===== config.mk =====
export PLATFORM = sky130hd
export DESIGN_NAME = fir_avg_mc_flat
export DESIGN_NICKNAME = d
export VERILOG_FILES = /design/src/rtl/fir_avg_pkg.sv /design/src/rtl/fir_avg_mc_if.sv /design/src/rtl/fir_avg_ring.sv /design/src/rtl/fir_avg_mc.sv /design/src/flat_wrapper.sv
export SDC_FILE = /design/constraint.sdc
export NUM_CORES = 1
export LEC_CHECK = 0
export ABC_AREA = 1
export CAP_MARGIN = 15
export CORE_MARGIN = 2
export CORE_UTILIZATION = 55
export DETAILED_ROUTE_END_ITERATION = 7
export PLACE_DENSITY = 0.69
export SYNTH_ARGS = -nofsm -noshare
export SYNTH_HDL_FRONTEND = slang
export SYNTH_HIERARCHICAL = 1
export SYNTH_SLANG_ARGS = --single-unit

===== constraint.sdc =====
create_clock -name clk -period 10.13 [get_ports clk]
set_input_delay 1.013 -clock clk [delete_from_list [all_inputs] [get_ports clk]]
set_output_delay 1.013 -clock clk [all_outputs]
set_load 0.1 [all_outputs]

===== src/rtl/fir_avg_pkg.sv =====
// Shared types and helpers for the multi-channel moving-average filter.
// Holds the controller state encoding and the window-length clamp.
package fir_avg_pkg;

  localparam int LEN_W = 3;

  typedef enum logic [1:0] {
    FLUSH,
    IDLE,
    CALC,
    OUT
  } state_t;

  // Window exponents beyond the buffer depth saturate at the deepest window.
  function automatic logic [LEN_W-1:0] clamp_len(input logic [LEN_W-1:0] len,
                                                 input int unsigned       lmax);
    if (32'(len) > lmax) return LEN_W'(lmax);
    return len;
  endfunction

endpackage


===== src/rtl/fir_avg_mc_if.sv =====
// Sample-set stream between codec read side and filter, and filter and codec write side.
// One packed word carries NUM_CH signed samples, channel 0 in the LSBs.
interface fir_avg_mc_if #(
  parameter int DATA_WIDTH = 24,
  parameter int NUM_CH     = 2
);

  logic                         in_valid;
  logic                         in_ready;
  logic [NUM_CH*DATA_WIDTH-1:0] data_in;
  logic                         out_valid;
  logic                         out_ready;
  logic [NUM_CH*DATA_WIDTH-1:0] data_out;

  modport slave (
    input  in_valid,
    input  data_in,
    input  out_ready,
    output in_ready,
    output out_valid,
    output data_out
  );

  modport master (
    output in_valid,
    output data_in,
    output out_ready,
    input  in_ready,
    input  out_valid,
    input  data_out
  );

endinterface


===== src/rtl/fir_avg_ring.sv =====
// One channel of the moving average: circular sample buffer plus running sum.
// y is combinational and reflects the sum after the pending write of x.
module fir_avg_ring
  import fir_avg_pkg::*;
#(
  parameter int DATA_WIDTH = 24,
  parameter int ADDR_WIDTH = 4
) (
  input  logic                         clk,
  input  logic                         reset,
  input  logic                         wr_en,
  input  logic                         flush_en,
  input  logic        [ADDR_WIDTH-1:0] flush_addr,
  input  logic        [ADDR_WIDTH-1:0] wp,
  input  logic        [LEN_W-1:0]      len_q,
  input  logic signed [DATA_WIDTH-1:0] x,
  output logic signed [DATA_WIDTH-1:0] y
);

  localparam int DEPTH = 2**ADDR_WIDTH;
  localparam int SUM_W = DATA_WIDTH + ADDR_WIDTH;
  localparam int AW1   = ADDR_WIDTH + 1;

  logic signed [DATA_WIDTH-1:0] buf_q [DEPTH];
  logic signed [SUM_W-1:0]      sum_q;
  logic signed [SUM_W-1:0]      sum_d;
  logic signed [SUM_W-1:0]      x_ext;
  logic signed [SUM_W-1:0]      old_ext;
  logic signed [SUM_W-1:0]      shifted;
  logic signed [DATA_WIDTH-1:0] old;
  logic        [AW1-1:0]        win;
  logic        [AW1-1:0]        rd_full;
  logic        [ADDR_WIDTH-1:0] rd_idx;

  // A full-depth window reads the slot about to be overwritten.
  always_comb begin
    win     = AW1'(1) << len_q;
    rd_full = {1'b0, wp} - win;
    rd_idx  = rd_full[ADDR_WIDTH-1:0];
    old     = buf_q[rd_idx];
    x_ext   = SUM_W'(x);
    old_ext = SUM_W'(old);
    sum_d   = sum_q + x_ext - old_ext;
    shifted = sum_d >>> len_q;
    y       = shifted[DATA_WIDTH-1:0];
  end

  always_ff @(posedge clk or negedge reset) begin
    if (!reset) begin
      sum_q <= '0;
    end else if (flush_en) begin
      sum_q <= '0;
    end else if (wr_en) begin
      sum_q <= sum_d;
    end
  end

  always_ff @(posedge clk) begin
    if (flush_en) begin
      buf_q[flush_addr] <= '0;
    end else if (wr_en) begin
      buf_q[wp] <= x;
    end
  end

endmodule


===== src/rtl/fir_avg_mc.sv =====
// Multi-channel moving-average FIR with run-time power-of-two window, bypass and clear.
// Channels are evaluated one per cycle after each accepted sample set.
module fir_avg_mc
  import fir_avg_pkg::*;
#(
  parameter int DATA_WIDTH = 24,
  parameter int ADDR_WIDTH = 4,
  parameter int NUM_CH     = 2
) (
  input  logic             clk,
  input  logic             reset,
  input  logic [LEN_W-1:0] len_log2,
  input  logic             bypass,
  input  logic             clear,
  fir_avg_mc_if.slave      strm
);

  localparam int CH_W = (NUM_CH > 1) ? $clog2(NUM_CH) : 1;
  localparam int BUS_W = NUM_CH * DATA_WIDTH;

  state_t                       state_q, state_d;
  logic        [ADDR_WIDTH-1:0] cnt_q, cnt_d;
  logic        [ADDR_WIDTH-1:0] wp_q, wp_d;
  logic        [LEN_W-1:0]      len_q, len_d;
  logic        [CH_W-1:0]       ch_q, ch_d;
  logic        [BUS_W-1:0]      x_q, x_d;
  logic                         byp_q, byp_d;
  logic        [BUS_W-1:0]      out_q, out_d;

  logic        [LEN_W-1:0]      len_clamped;
  logic                         len_change;
  logic                         flush_en;
  logic        [NUM_CH-1:0]     wr_en_ch;
  logic signed [DATA_WIDTH-1:0] y_ch [NUM_CH];
  logic signed [DATA_WIDTH-1:0] x_cur;
  logic signed [DATA_WIDTH-1:0] res;

  assign len_clamped = clamp_len(len_log2, ADDR_WIDTH);
  assign len_change  = (len_clamped != len_q);
  assign flush_en    = (state_q == FLUSH);

  // Clear and window changes outrank a pending sample in the same cycle.
  assign strm.in_ready  = (state_q == IDLE) && !clear && !len_change;
  assign strm.out_valid = (state_q == OUT);
  assign strm.data_out  = out_q;

  always_comb begin
    wr_en_ch = '0;
    if (state_q == CALC) wr_en_ch[ch_q] = 1'b1;
  end

  for (genvar i = 0; i < NUM_CH; i++) begin : g_ch
    fir_avg_ring #(
      .DATA_WIDTH(DATA_WIDTH),
      .ADDR_WIDTH(ADDR_WIDTH)
    ) u_ring (
      .clk       (clk),
      .reset     (reset),
      .wr_en     (wr_en_ch[i]),
      .flush_en  (flush_en),
      .flush_addr(cnt_q),
      .wp        (wp_q),
      .len_q     (len_q),
      .x         (x_q[i*DATA_WIDTH +: DATA_WIDTH]),
      .y         (y_ch[i])
    );
  end

  assign x_cur = x_q[ch_q*DATA_WIDTH +: DATA_WIDTH];
  assign res   = byp_q ? x_cur : y_ch[ch_q];

  always_comb begin
    state_d = state_q;
    cnt_d   = cnt_q;
    wp_d    = wp_q;
    len_d   = len_q;
    ch_d    = ch_q;
    x_d     = x_q;
    byp_d   = byp_q;
    out_d   = out_q;
    unique case (state_q)
      FLUSH: begin
        cnt_d = cnt_q + 1'b1;
        if (cnt_q == '1) begin
          state_d = IDLE;
          wp_d    = '0;
          len_d   = len_clamped;
        end
      end
      IDLE: begin
        if (clear || len_change) begin
          state_d = FLUSH;
          cnt_d   = '0;
        end else if (strm.in_valid) begin
          x_d     = strm.data_in;
          byp_d   = bypass;
          ch_d    = '0;
          state_d = CALC;
        end
      end
      CALC: begin
        out_d[ch_q*DATA_WIDTH +: DATA_WIDTH] = res;
        ch_d = ch_q + 1'b1;
        if (ch_q == CH_W'(NUM_CH - 1)) begin
          wp_d    = wp_q + 1'b1;
          state_d = OUT;
        end
      end
      OUT: begin
        if (strm.out_ready) state_d = IDLE;
      end
      default: state_d = FLUSH;
    endcase
  end

  always_ff @(posedge clk or negedge reset) begin
    if (!reset) begin
      state_q <= FLUSH;
      cnt_q   <= '0;
      wp_q    <= '0;
      len_q   <= '0;
      ch_q    <= '0;
      x_q     <= '0;
      byp_q   <= 1'b0;
      out_q   <= '0;
    end else begin
      state_q <= state_d;
      cnt_q   <= cnt_d;
      wp_q    <= wp_d;
      len_q   <= len_d;
      ch_q    <= ch_d;
      x_q     <= x_d;
      byp_q   <= byp_d;
      out_q   <= out_d;
    end
  end

endmodule


===== src/flat_wrapper.sv =====
// flat-port wrapper written by rule: the top's interface ports become plain ports
module fir_avg_mc_flat import fir_avg_pkg::*;
#(
  parameter int DATA_WIDTH = 24,
  parameter int ADDR_WIDTH = 4,
  parameter int NUM_CH     = 2
)
  (clk, reset, len_log2, bypass, clear, strm_in_valid, strm_data_in, strm_out_ready, strm_in_ready, strm_out_valid, strm_data_out);
  fir_avg_mc_if #(.DATA_WIDTH(DATA_WIDTH), .NUM_CH(NUM_CH)) strm_i ();
  input  logic clk;
  input  logic reset;
  input  logic [LEN_W-1:0] len_log2;
  input  logic bypass;
  input  logic clear;
  input wire logic [$bits(strm_i.in_valid)-1:0] strm_in_valid;
  input wire logic [$bits(strm_i.data_in)-1:0] strm_data_in;
  input wire logic [$bits(strm_i.out_ready)-1:0] strm_out_ready;
  output wire logic [$bits(strm_i.in_ready)-1:0] strm_in_ready;
  output wire logic [$bits(strm_i.out_valid)-1:0] strm_out_valid;
  output wire logic [$bits(strm_i.data_out)-1:0] strm_data_out;
  assign strm_i.in_valid = strm_in_valid;
  assign strm_i.data_in = strm_data_in;
  assign strm_i.out_ready = strm_out_ready;
  assign strm_in_ready = strm_i.in_ready;
  assign strm_out_valid = strm_i.out_valid;
  assign strm_data_out = strm_i.data_out;
  fir_avg_mc #(.DATA_WIDTH(DATA_WIDTH), .ADDR_WIDTH(ADDR_WIDTH), .NUM_CH(NUM_CH)) u_core (.clk(clk), .reset(reset), .len_log2(len_log2), .bypass(bypass), .clear(clear), .strm(strm_i));
endmodule

* Yosys cells after proc, flatten, opt, wreduce, memory -nomap -nowiden
Memory sizes are Yosys's and may differ from the RTL's.
Index checks and enable logic that the tools add are counted.
** Cells by class
- Equality and inequality tests :: 12
- $mul :: 1
- Mux-type cells :: 43
- $add $sub $neg :: 9
- Magnitude comparators :: 4
- Bitwise logic cells :: 2
- Reductions and logical operators :: 20
- Shifts and indexed selects :: 6
** Operator list (number)
- two-way mux 24 bit :: 6
- two-way mux 28 bit :: 4
- adder 28 x 24 -> 28 bit :: 2
- >>> shifter 28 x 3 -> 24 bit :: 2
- subtractor 28 x 24 -> 28 bit :: 2
- bitwise mux 48 bit :: 1
- OR reduction 24 bit :: 2
- variable shift 24 x 34 -> 48 bit, first input constant :: 1
- variable part select 24 x 34 -> 48 bit :: 1
- variable part select 48 x 7 -> 24 bit :: 1
- negator 6 -> 34 bit :: 1
- two-way mux 4 bit :: 5
- case mux 4 bit (2 select lines) :: 2
- two-way mux 1 bit :: 14
- two-way mux 2 bit :: 6
- inequality test 2 bit, second input constant :: 5
- nonzero test 2 bit :: 5
- AND reduction 3 bit :: 3
- adder 4 x 1 -> 4 bit, second input constant :: 2
- case mux 2 bit (4 select lines) :: 1
- two-way mux 3 bit :: 2
- equality test 2 bit, second input constant :: 2
- equality test 4 bit, second input constant :: 1
- AND reduction 2 bit :: 2
- 21 further kinds :: 24
** Word-level totals
- Flip-flop bits (word level) :: 167
- Memories kept :: 2
- Output and inout port bits :: 50
- Bits in writable memories :: 768
- Input port bits :: 57
** Memory list
- u_core.g_ch[0].u_ring.buf_q :: depth 16, width 24, read ports 1, clocked after memory_dff 0, wr ports 1, RTL line fir_avg_ring.sv:24 : logic signed [DATA_WIDTH-1:0] buf_q [DEPTH];
- u_core.g_ch[1].u_ring.buf_q :: depth 16, width 24, read ports 1, clocked after memory_dff 0, wr ports 1, RTL line fir_avg_ring.sv:24

* Longest topological paths before layout
Gate-level depths: netlist of the first run.
An unclocked memory read counts as a cell.
- Word-level depth :: 11
- Mapped depth :: 35

* By module
The synthesis of the first run kept the hierarchy.
** Modules (own cells, without submodules)
- fir_avg_ring (u_core.g_ch[0].u_ring) :: times used 1, area each 20175.6 sq um, cells an instance 1995
- fir_avg_ring (u_core.g_ch[1].u_ring) :: times used 1, area each 20165.6 sq um, cells an instance 1999
- fir_avg_mc :: times used 1, area each 5172.5 sq um, cells an instance 624

* Least setup slack after synthesis of the first run
OpenSTA, ideal clock, no wires.
- Path type :: register to register
- Start :: register u_core.len_q[0]
- End :: register u_core.out_q[21] (netlist: u_core/strm.data_out[21])
- Stages on the path, launching flop included :: 32
- Setup time :: 0.083 ns
- Data required time :: 10.047 ns
- Data arrival time :: 5.043 ns
- Buffers on the path :: 3
- Period minus slack after synthesis :: 5.126 ns
- Path slack :: 5.004 ns
- Cell sequence :: dfrtp_1 clkbuf_1 clkbuf_1 nor3_1 ha_1 inv_1 fa_1 clkbuf_1 o32ai_1 nand2_1 nand2_1 inv_1 o21ai_0 fa_1 inv_1 ha_1 inv_1 o21bai_1 nor2_1 nand2_1 a21oi_1 nand2_1 nand2_1 nand3_1 nand2_1 inv_1 nand2_1 nand2_1 inv_1 nor2_1 o22a_1 o21ai_0
** RTL lines
- start: declaration :: RTL line fir_avg_mc.sv:24 : logic [LEN_W-1:0] len_q, len_d;
- start signal: assignment :: RTL line fir_avg_mc.sv:130 : len_q <= len_d;
- end signal: assignment :: RTL line fir_avg_mc.sv:134 : out_q <= out_d;
- end: declaration :: RTL line fir_avg_mc.sv:28 : logic [BUS_W-1:0] out_q, out_d;

==> summary.txt, run 1 <==
STATUS
------------------------------------------------------------------------------------------------------
Result of the run                                                                         finished, final reports clean

TIMING
------------------------------------------------------------------------------------------------------
Worst slew pin tran                                                                            1200 ps
Setup repair after global routing missed its margin                                              false
Final period util                                                                                0.746
Max Slew Vio Count                                                                                   0
Peak Freq                                                                                      132 MHz
Max-slew headroom                                                                                0.196
Final hold vios                                                                                      0
Clock skew                                                                                     73.4 ps
Final Setup Violations                                                                               0
Min Clock Period, post-route                                                                   7560 ps
Aggregate negative setup slack                                                                    0 ps

FLOORPLAN
------------------------------------------------------------------------------------------------------
I/O pin count                                                                                      107
Die area                                                                                    85100 um^2
Die Span X                                                                                      292 um
Total core area                                                                             82000 um^2
Y dimension of the die                                                                          292 um
Initial Utilization                                                                              0.555
Row count                                                                                          105

YOSYS
------------------------------------------------------------------------------------------------------
EDFF count, synth                                                                                  768
Top cells by area in the synthesized netlist                                              sky130_fd_sc_hd__edfxtp_1 (51%), sky130_fd_sc_hd__nand2_1 (11%), sky130_fd_sc_hd__dfrtp_1 (9.2%), sky130_fd_sc_hd__nor2_1 (4.0%), sky130_fd_sc_hd__nand3_1 (3.5%)
Sequential share of the synthesized area                                                         0.599
Area of the mapped netlist                                                                  45500 um^2
Unique cell type count in the Yosys netlist                                                         45
Number of flip-flops and latches in the synthesized netlist                                        935
Synth Flop Type                                                                           sky130_fd_sc_hd__edfxtp_1
Syn. warnings                                                                                        6
Cell type with the highest aggregate area in the netlist                                  sky130_fd_sc_hd__edfxtp_1
Synthesized instance count                                                                        4618
Post-synthesis async set-or-reset flop share                                                     0.179
Total nets after synthesis                                                                        4802
Area share of the largest cell type after synthesis                                              0.507
Mean cell area of the mapped netlist                                                         9.86 um^2

CELLS AND AREA
------------------------------------------------------------------------------------------------------
Fraction of layout cells with a size suffix above 1                                             0.0610
Most common library cell in the layout ignoring fill and taps                             sky130_fd_sc_hd__nand2_1
Number of nets at the end of the flow                                                             4813
Number of standard cells in the layout, taps in and fillers out                                   5780
Most frequent cells in the layout                                                         sky130_fd_sc_hd__nand2_1 (1297), sky130_fd_sc_hd__edfxtp_1 (768), sky130_fd_sc_hd__nor2_1 (453), sky130_fd_sc_hd__inv_1 (369), sky130_fd_sc_hd__nand3_1 (318)
Layout-stage area growth over the synthesis result                                               11.2%

PWR
------------------------------------------------------------------------------------------------------
Switching Share                                                                                  0.424
Sequential group share of total power                                                            0.346
Cell leakage power                                                                           0.0199 uW
Combinational power share                                                                        0.415
Power per cell area                                                                        284 nW/um^2
Switching power of the nets                                                                    6100 uW
Worst-case vdd ir drop                                                                      0.000213 V
Internal power                                                                                 8290 uW
Share of total power in the clock network                                                        0.239

GRT
------------------------------------------------------------------------------------------------------
Grt total ovfl                                                                                       0
First-pass GRT wire length                                                                   191000 um
Initial antenna violation count                                                                      1
Aggregate global-route resource usage                                                            0.294
Vias in the first global route                                                                   32000
Pin count of the biggest net entering global routing                                               193

WORST SETUP PATH
------------------------------------------------------------------------------------------------------
Total number of cells along the worst setup path                                                    27
Worst path max stage delay                                                                     1320 ps
Critical path capture point                                                               u_core/strm.data_out[37]
Critical path startpoint category                                                            flip-flop
Source of the worst register-to-register timing path                                      u_core/len_q[1]
Kind of end point of the critical path                                                       flip-flop
Critical Path Most Common Cell                                                            sky130_fd_sc_hd__nand2_1
Worst path arrival time                                                                        8100 ps
Number of cells on the worst reg-to-reg path                                                        27
Reg2Reg Setup Slack                                                                            2570 ps
Buffers plus inverters on the worst setup path                                                       4
Worst Setup Path Type                                                                     flip-flop to flip-flop
Crit path max-delay cell type                                                             sky130_fd_sc_hd__fa_4
Reg-to-Reg End                                                                            u_core/strm.data_out[37]
Worst Path Required                                                                           10670 ps
Maximum fanout count along the critical path                                                        58
Kind of cell adding the most delay to the critical path                                    adder cells
Critical Path Source                                                                      u_core/len_q[1]

FLOW RUN
------------------------------------------------------------------------------------------------------
Max_cap viols                                                                                        0

ROUTING
------------------------------------------------------------------------------------------------------
DRC violation count after routing                                                                    0
Topmost layer with routed signal wires                                                            met5
Total number of vias                                                                             34000
Routed length on met2                                                                         56200 um
Vias per cell                                                                                     5.88
Routed wire per std cell                                                                       21.7 um
Number of antenna-violating nets in the routed design                                                0
M1 WL                                                                                         54900 um
Detailed-router iteration count before antenna repair                                                6
Initial drt markers                                                                               3614
Wire length on met3                                                                            9970 um
Wire length after detailed routing                                                           126000 um

PLACEMENT
------------------------------------------------------------------------------------------------------
Total of buffers placed on input and output ports                                                  106
Final weighted congestion in routability-driven placement                                        0.980
Detail Placement HPWL                                                                         78100 um
Number of placed instances, taps included                                                         5600

CTS
------------------------------------------------------------------------------------------------------
Setup Buffers After CTS                                                                              0
CTS tree                                                                                           yes
CTS H-tree lvls                                                                                      3
Insertion delay of the later-clocked pin in the worst-skew pair                                 690 ps
Post-cts hold buffer count                                                                           0
Maximum buffer depth of the clock tree                                                               3
Inserted Clock Buffers                                                                              97
Root buffer cell                                                                          sky130_fd_sc_hd__clkbuf_16
Clock Sinks                                                                                        935
Post_cts resized                                                                                     0
Clock transition at the register clock pins on the worst setup and hold paths after CTS          60 ps

HOLD PATH
------------------------------------------------------------------------------------------------------
Kind of path behind the tightest hold check                                               primary input to asynchronous set/reset pin

-- per-layer routing --
| layer | GRT usage | up-vias |
|---|---|---|
| li1 | - | 15800 |
| met5 | 0 | - |
| met2 | 0.450 | 1362 |
| met4 | 0.105 | 2 |
| met3 | 0.0448 | 270 |
| met1 | 0.431 | 16600 |
-- worst reg2reg max path: cells and delay by family (launching register included) --
kind            cells  cell delay, ps
simple gates       13            1430
compound gates      7            1620
fa+ha+maj           3            2250
flops               1             690
buf+inv             4            1440
-- power groups by stage --
stage	sequential, uW	clock [uW]	combinational, uW
final	4980	3430	5970
after floorplan	5160	0	3860
after CTS	4970	3470	5910
after global placement	5040	0	5840
after global routing	5010	3630	6590
after detailed placement	5050	0	5860
-- cell families (layout without fill, tap and decap cells) --
group | Yosys count | in the layout | synth area share
other | 0 | 2 | 0
adders and majority gates | 127 | 127 | 0.0442
xor gates and xnor gates | 35 | 35 | 0.00723
buffers and inverters | 627 | 717 | 0.0561
and+or+nand+nor | 2178 | 2178 | 0.194
DFF | 935 | 935 | 0.599
AOI/OAI and AO/OA | 716 | 716 | 0.0999
-- through the flow --
stage	setup slack [ps]	hold slack, ps	total power (uW)	area [um^2]	utilization
2_1_floorplan	5000	468	9020	45500	-
5_1_grt	2000	272	15200	50600	0.617
3_3_place_gp	2720	468	10900	47500	0.580
3_5_place_dp	2700	476	10900	47500	0.580
6_report	2570	245	14400	50600	0.617
4_1_cts	2630	246	14400	50600	0.617
-- registers in the layout, summed over array words and instances (netlist names), 2 cells and up --
signal	cells
u_core/g_ch.u_ring/sum_q	56
u_core/len_q	3
u_core/state_q	2
u_core/wp_q	4
u_core/strm.data_out	48
u_core/g_ch.u_ring/buf_q	768
u_core/cnt_q	4
u_core/x_q	48
-- cell type report --
cell class / count / area [um^2]
Multi-Input combinational cell: 3056 / 16000
Antenna cell: 2 / 5.00
Timing Repair Buffer: 155 / 1480
Inverter: 384 / 1460
Sequential cell: 935 / 27200
Clock inverter: 60 / 559
Clock buffer: 118 / 2520
Tap cell: 1070 / 1340
Fill cell: 6755 / 31400
-- worst min path at each step --
stage / start / endpoint / slack [ps] / depth (start not counted)
after floorplan: u_core/g_ch[1].u_ring/sum_q[27] / u_core/g_ch[1].u_ring/sum_q[27] / 470 / 2
after global placement: u_core/strm.data_out[30] / u_core/strm.data_out[30] / 470 / 2
after detailed placement: u_core/strm.data_out[25] / u_core/strm.data_out[25] / 480 / 2
after CTS: reset / u_core/x_q[11] / 250 / 1
after global routing: reset / u_core/x_q[11] / 270 / 1
final: reset / u_core/x_q[11] / 250 / 1
-- synthesized netlist by cell type, types with 20 or more instances --
cell / instances
sky130_fd_sc_hd__clkbuf_1: 139
sky130_fd_sc_hd__o21ai_0: 286
sky130_fd_sc_hd__inv_1: 373
sky130_fd_sc_hd__nand3_1: 318
sky130_fd_sc_hd__edfxtp_1: 768
sky130_fd_sc_hd__fa_1: 56
sky130_fd_sc_hd__a32oi_1: 30
sky130_fd_sc_hd__ha_1: 71
sky130_fd_sc_hd__a32o_1: 66
sky130_fd_sc_hd__dfrtp_1: 167
sky130_fd_sc_hd__nand2_1: 1299
sky130_fd_sc_hd__o32ai_1: 96
sky130_fd_sc_hd__o22ai_1: 28
sky130_fd_sc_hd__nor2_1: 485
sky130_fd_sc_hd__a21oi_1: 141
sky130_fd_sc_hd__buf_2: 66
sky130_fd_sc_hd__xor2_1: 20
No activity file was read; power rests on OpenSTA's default activity.
==> inputs of run 2 (changes only) <==
clock period = 7.27 ns   (was 10.13 ns; I/O delays follow)
==> summary.txt, run 2 (synthesized netlist as in run 1, its figures left out) <==
CTS
------------------------------------------------------------------------------------------------------
Maximum buffer depth of the clock tree                                                               3
Setup Buffers After CTS                                                                              0
Clock Sinks                                                                                        935
Insertion delay of the later-clocked pin in the worst-skew pair                                 690 ps
Post-cts hold buffer count                                                                           0
CTS H-tree lvls                                                                                      3
Inserted Clock Buffers                                                                              98
Root buffer cell                                                                          sky130_fd_sc_hd__clkbuf_16
Clock transition at the register clock pins on the worst setup and hold paths after CTS          60 ps
CTS tree                                                                                           yes
Post_cts resized                                                                                     0

PWR
------------------------------------------------------------------------------------------------------
Power per cell area                                                                        397 nW/um^2
Cell leakage power                                                                           0.0201 uW
Worst-case vdd ir drop                                                                      0.000320 V

CELLS AND AREA
------------------------------------------------------------------------------------------------------
Layout Cell Area excl Fill                                                                  51000 um^2
Largest register by flop count                                                            u_core/g_ch.u_ring/buf_q
Number of nets at the end of the flow                                                             4841
Fraction of layout cells with a size suffix above 1                                             0.0663
Layout-stage area growth over the synthesis result                                               12.1%
Largest registers                                                                         u_core/g_ch.u_ring/buf_q x768, u_core/g_ch.u_ring/sum_q x56
Most frequent cells in the layout                                                         sky130_fd_sc_hd__nand2_1 (1297), sky130_fd_sc_hd__edfxtp_1 (768), sky130_fd_sc_hd__nor2_1 (453), sky130_fd_sc_hd__inv_1 (369), sky130_fd_sc_hd__nand3_1 (318)
Fill cell count                                                                                   6721
Area occupied by multi-input gates                                                          16000 um^2
Storage element area                                                                        27200 um^2
Most common library cell in the layout ignoring fill and taps                             sky130_fd_sc_hd__nand2_1
Count of inserted antenna diode cells                                                                0
Largest register FFs                                                                               768

PLACEMENT
------------------------------------------------------------------------------------------------------
Detail Placement HPWL                                                                         81600 um
Pre-CTS setup slack                                                                             711 ps
Total of buffers placed on input and output ports                                                  106
Final weighted congestion in routability-driven placement                                        0.990
Post-detailed-placement cell area                                                           47800 um^2

TIMING
------------------------------------------------------------------------------------------------------
Max-slew headroom                                                                                0.167
Clock skew                                                                                     78.0 ps
Final worst-path setup slack                                                                    660 ps
Min Clock Period, post-route                                                                   6610 ps
Max Slew Vio Count                                                                                   0
Final hold vios                                                                                      0
Final period util                                                                                0.909
Final Setup Violations                                                                               0
Aggregate negative setup slack                                                                    0 ps
Peak Freq                                                                                      151 MHz
Worst slew pin tran                                                                            1250 ps
Setup repair after global routing missed its margin                                              false

FLOORPLAN
------------------------------------------------------------------------------------------------------
I/O pin count                                                                                      107
Die area                                                                                    85100 um^2
Initial Utilization                                                                              0.555
Row count                                                                                          105
Y dimension of the die                                                                          292 um
Total core area                                                                             82000 um^2
Die Span X                                                                                      292 um

ROUTING
------------------------------------------------------------------------------------------------------
Topmost layer with routed signal wires                                                            met4
M1 WL                                                                                         54400 um
Routed wire per std cell                                                                       22.1 um
Wire length after detailed routing                                                           129000 um
Detailed-router iteration count before antenna repair                                                6
Routed length on met2                                                                         58900 um
Wire length on met3                                                                           10800 um
Number of antenna-violating nets in the routed design                                                0
Initial drt markers                                                                               3775
DRC violation count after routing                                                                    0
Total number of vias                                                                             34100
Vias per cell                                                                                     5.88

WORST SETUP PATH
------------------------------------------------------------------------------------------------------
Buffers plus inverters on the worst setup path                                                       3
Maximum fanout count along the critical path                                                        49
Worst path arrival time                                                                        7200 ps
Kind of end point of the critical path                                                       flip-flop
Crit path max-delay cell type                                                             sky130_fd_sc_hd__fa_4
Worst Setup Path Type                                                                     flip-flop to flip-flop
Kind of cell adding the most delay to the critical path                                    adder cells
Worst Path Required                                                                            7860 ps
Critical path startpoint category                                                            flip-flop
Critical Path Source                                                                      u_core/len_q[2]
Worst path max stage delay                                                                      970 ps
Source of the worst register-to-register timing path                                      u_core/len_q[2]

GRT
------------------------------------------------------------------------------------------------------
First-pass GRT wire length                                                                   196000 um
Initial antenna violation count                                                                      1
Pin count of the biggest net entering global routing                                               131
Grt total ovfl                                                                                       0
Vias in the first global route                                                                   32600
Aggregate global-route resource usage                                                            0.303

HOLD PATH
------------------------------------------------------------------------------------------------------
Kind of path behind the tightest hold check                                               primary input to asynchronous set/reset pin

STATUS
------------------------------------------------------------------------------------------------------
Result of the run                                                                         finished, final reports clean

FLOW RUN
------------------------------------------------------------------------------------------------------
Max_cap viols                                                                                        0

==> run 2: cell types whose count changed in the layout (fill, tap and decap cells not counted), moves of 3 or more <==
cell | previous run | this run
sky130_fd_sc_hd__clkbuf_8 | 1 | 4
sky130_fd_sc_hd__clkinv_2 | 16 | 11
sky130_fd_sc_hd__buf_4 | 45 | 64
sky130_fd_sc_hd__buf_12 | 4 | 12
sky130_fd_sc_hd__clkbuf_1 | 20 | 23
==> run 2: worst paths after layout <==
kind / to / slack, ps / depth (start not counted)
worst max-delay path: u_core/strm.data_out[15] / 660 / 26
max in group asynchronous: u_core/strm.data_out[38] / 5430 / 2
worst min register to register: u_core/strm.data_out[43] / 500 / 2
worst max register to register: u_core/strm.data_out[15] / 660 / 26
min in group clk: u_core/strm.data_out[43] / 500 / 2
worst min-delay path: u_core/x_q[8] / 190 / 1
==> run 2: area by class of cell <==
class	count	area share
Timing Repair Buffer	182	0.0350
Clock inverter	55	0.0109
Sequential cell	935	0.534
Multi-Input combinational cell	3056	0.314
Tap cell	1070	0.0262
Clock buffer	126	0.0513
Inverter	384	0.0286
==> run 2: through the flow <==
stage,instances,util,total power (uW),hold WS [ps]
2_1_floorplan,4618,-,12600,431
3_5_place_dp,5627,0.583,15300,478
5_1_grt,5808,0.622,21400,246
6_report,5808,0.622,20200,189
3_3_place_gp,5627,0.583,15200,466
4_1_cts,5808,0.622,20200,199
==> run 2: worst reg2reg max path, stage by stage (launching register included) <==
cell and delay, ps:
sky130_fd_sc_hd__dfrtp_1 400, sky130_fd_sc_hd__buf_4 320, sky130_fd_sc_hd__inv_4 320, sky130_fd_sc_hd__nand3_1 220, sky130_fd_sc_hd__fa_4 980, sky130_fd_sc_hd__buf_4 390
sky130_fd_sc_hd__a32o_1 230, sky130_fd_sc_hd__nand2_1 40, sky130_fd_sc_hd__o21ai_0 90, sky130_fd_sc_hd__nor2_1 70, sky130_fd_sc_hd__a31oi_1 560, sky130_fd_sc_hd__fa_1 540
sky130_fd_sc_hd__ha_1 400, sky130_fd_sc_hd__nand2_1 140, sky130_fd_sc_hd__nor2_1 200, sky130_fd_sc_hd__nand3_1 130, sky130_fd_sc_hd__nand2_2 130, sky130_fd_sc_hd__nand3_1 80
sky130_fd_sc_hd__nand2_1 110, sky130_fd_sc_hd__xor2_2 300, sky130_fd_sc_hd__nand2_1 110, sky130_fd_sc_hd__nand3_1 110, sky130_fd_sc_hd__nand3_1 80, sky130_fd_sc_hd__nand2_1 70
sky130_fd_sc_hd__o21ai_0 130, sky130_fd_sc_hd__o22a_1 230, sky130_fd_sc_hd__o21ai_0 190
==> run 2: power by group <==
part	internal, uW	total (uW)	switching (uW)
Clock	2780	4900	2120
Combinational	2520	8380	5860
Sequential	6400	6970	568
==> run 2: layer usage <==
metal  vias up  track usage
met1     16600        0.431
met5         -            0
met3       231       0.0506
met2      1453        0.475
li1      15900            -
met4         0        0.104
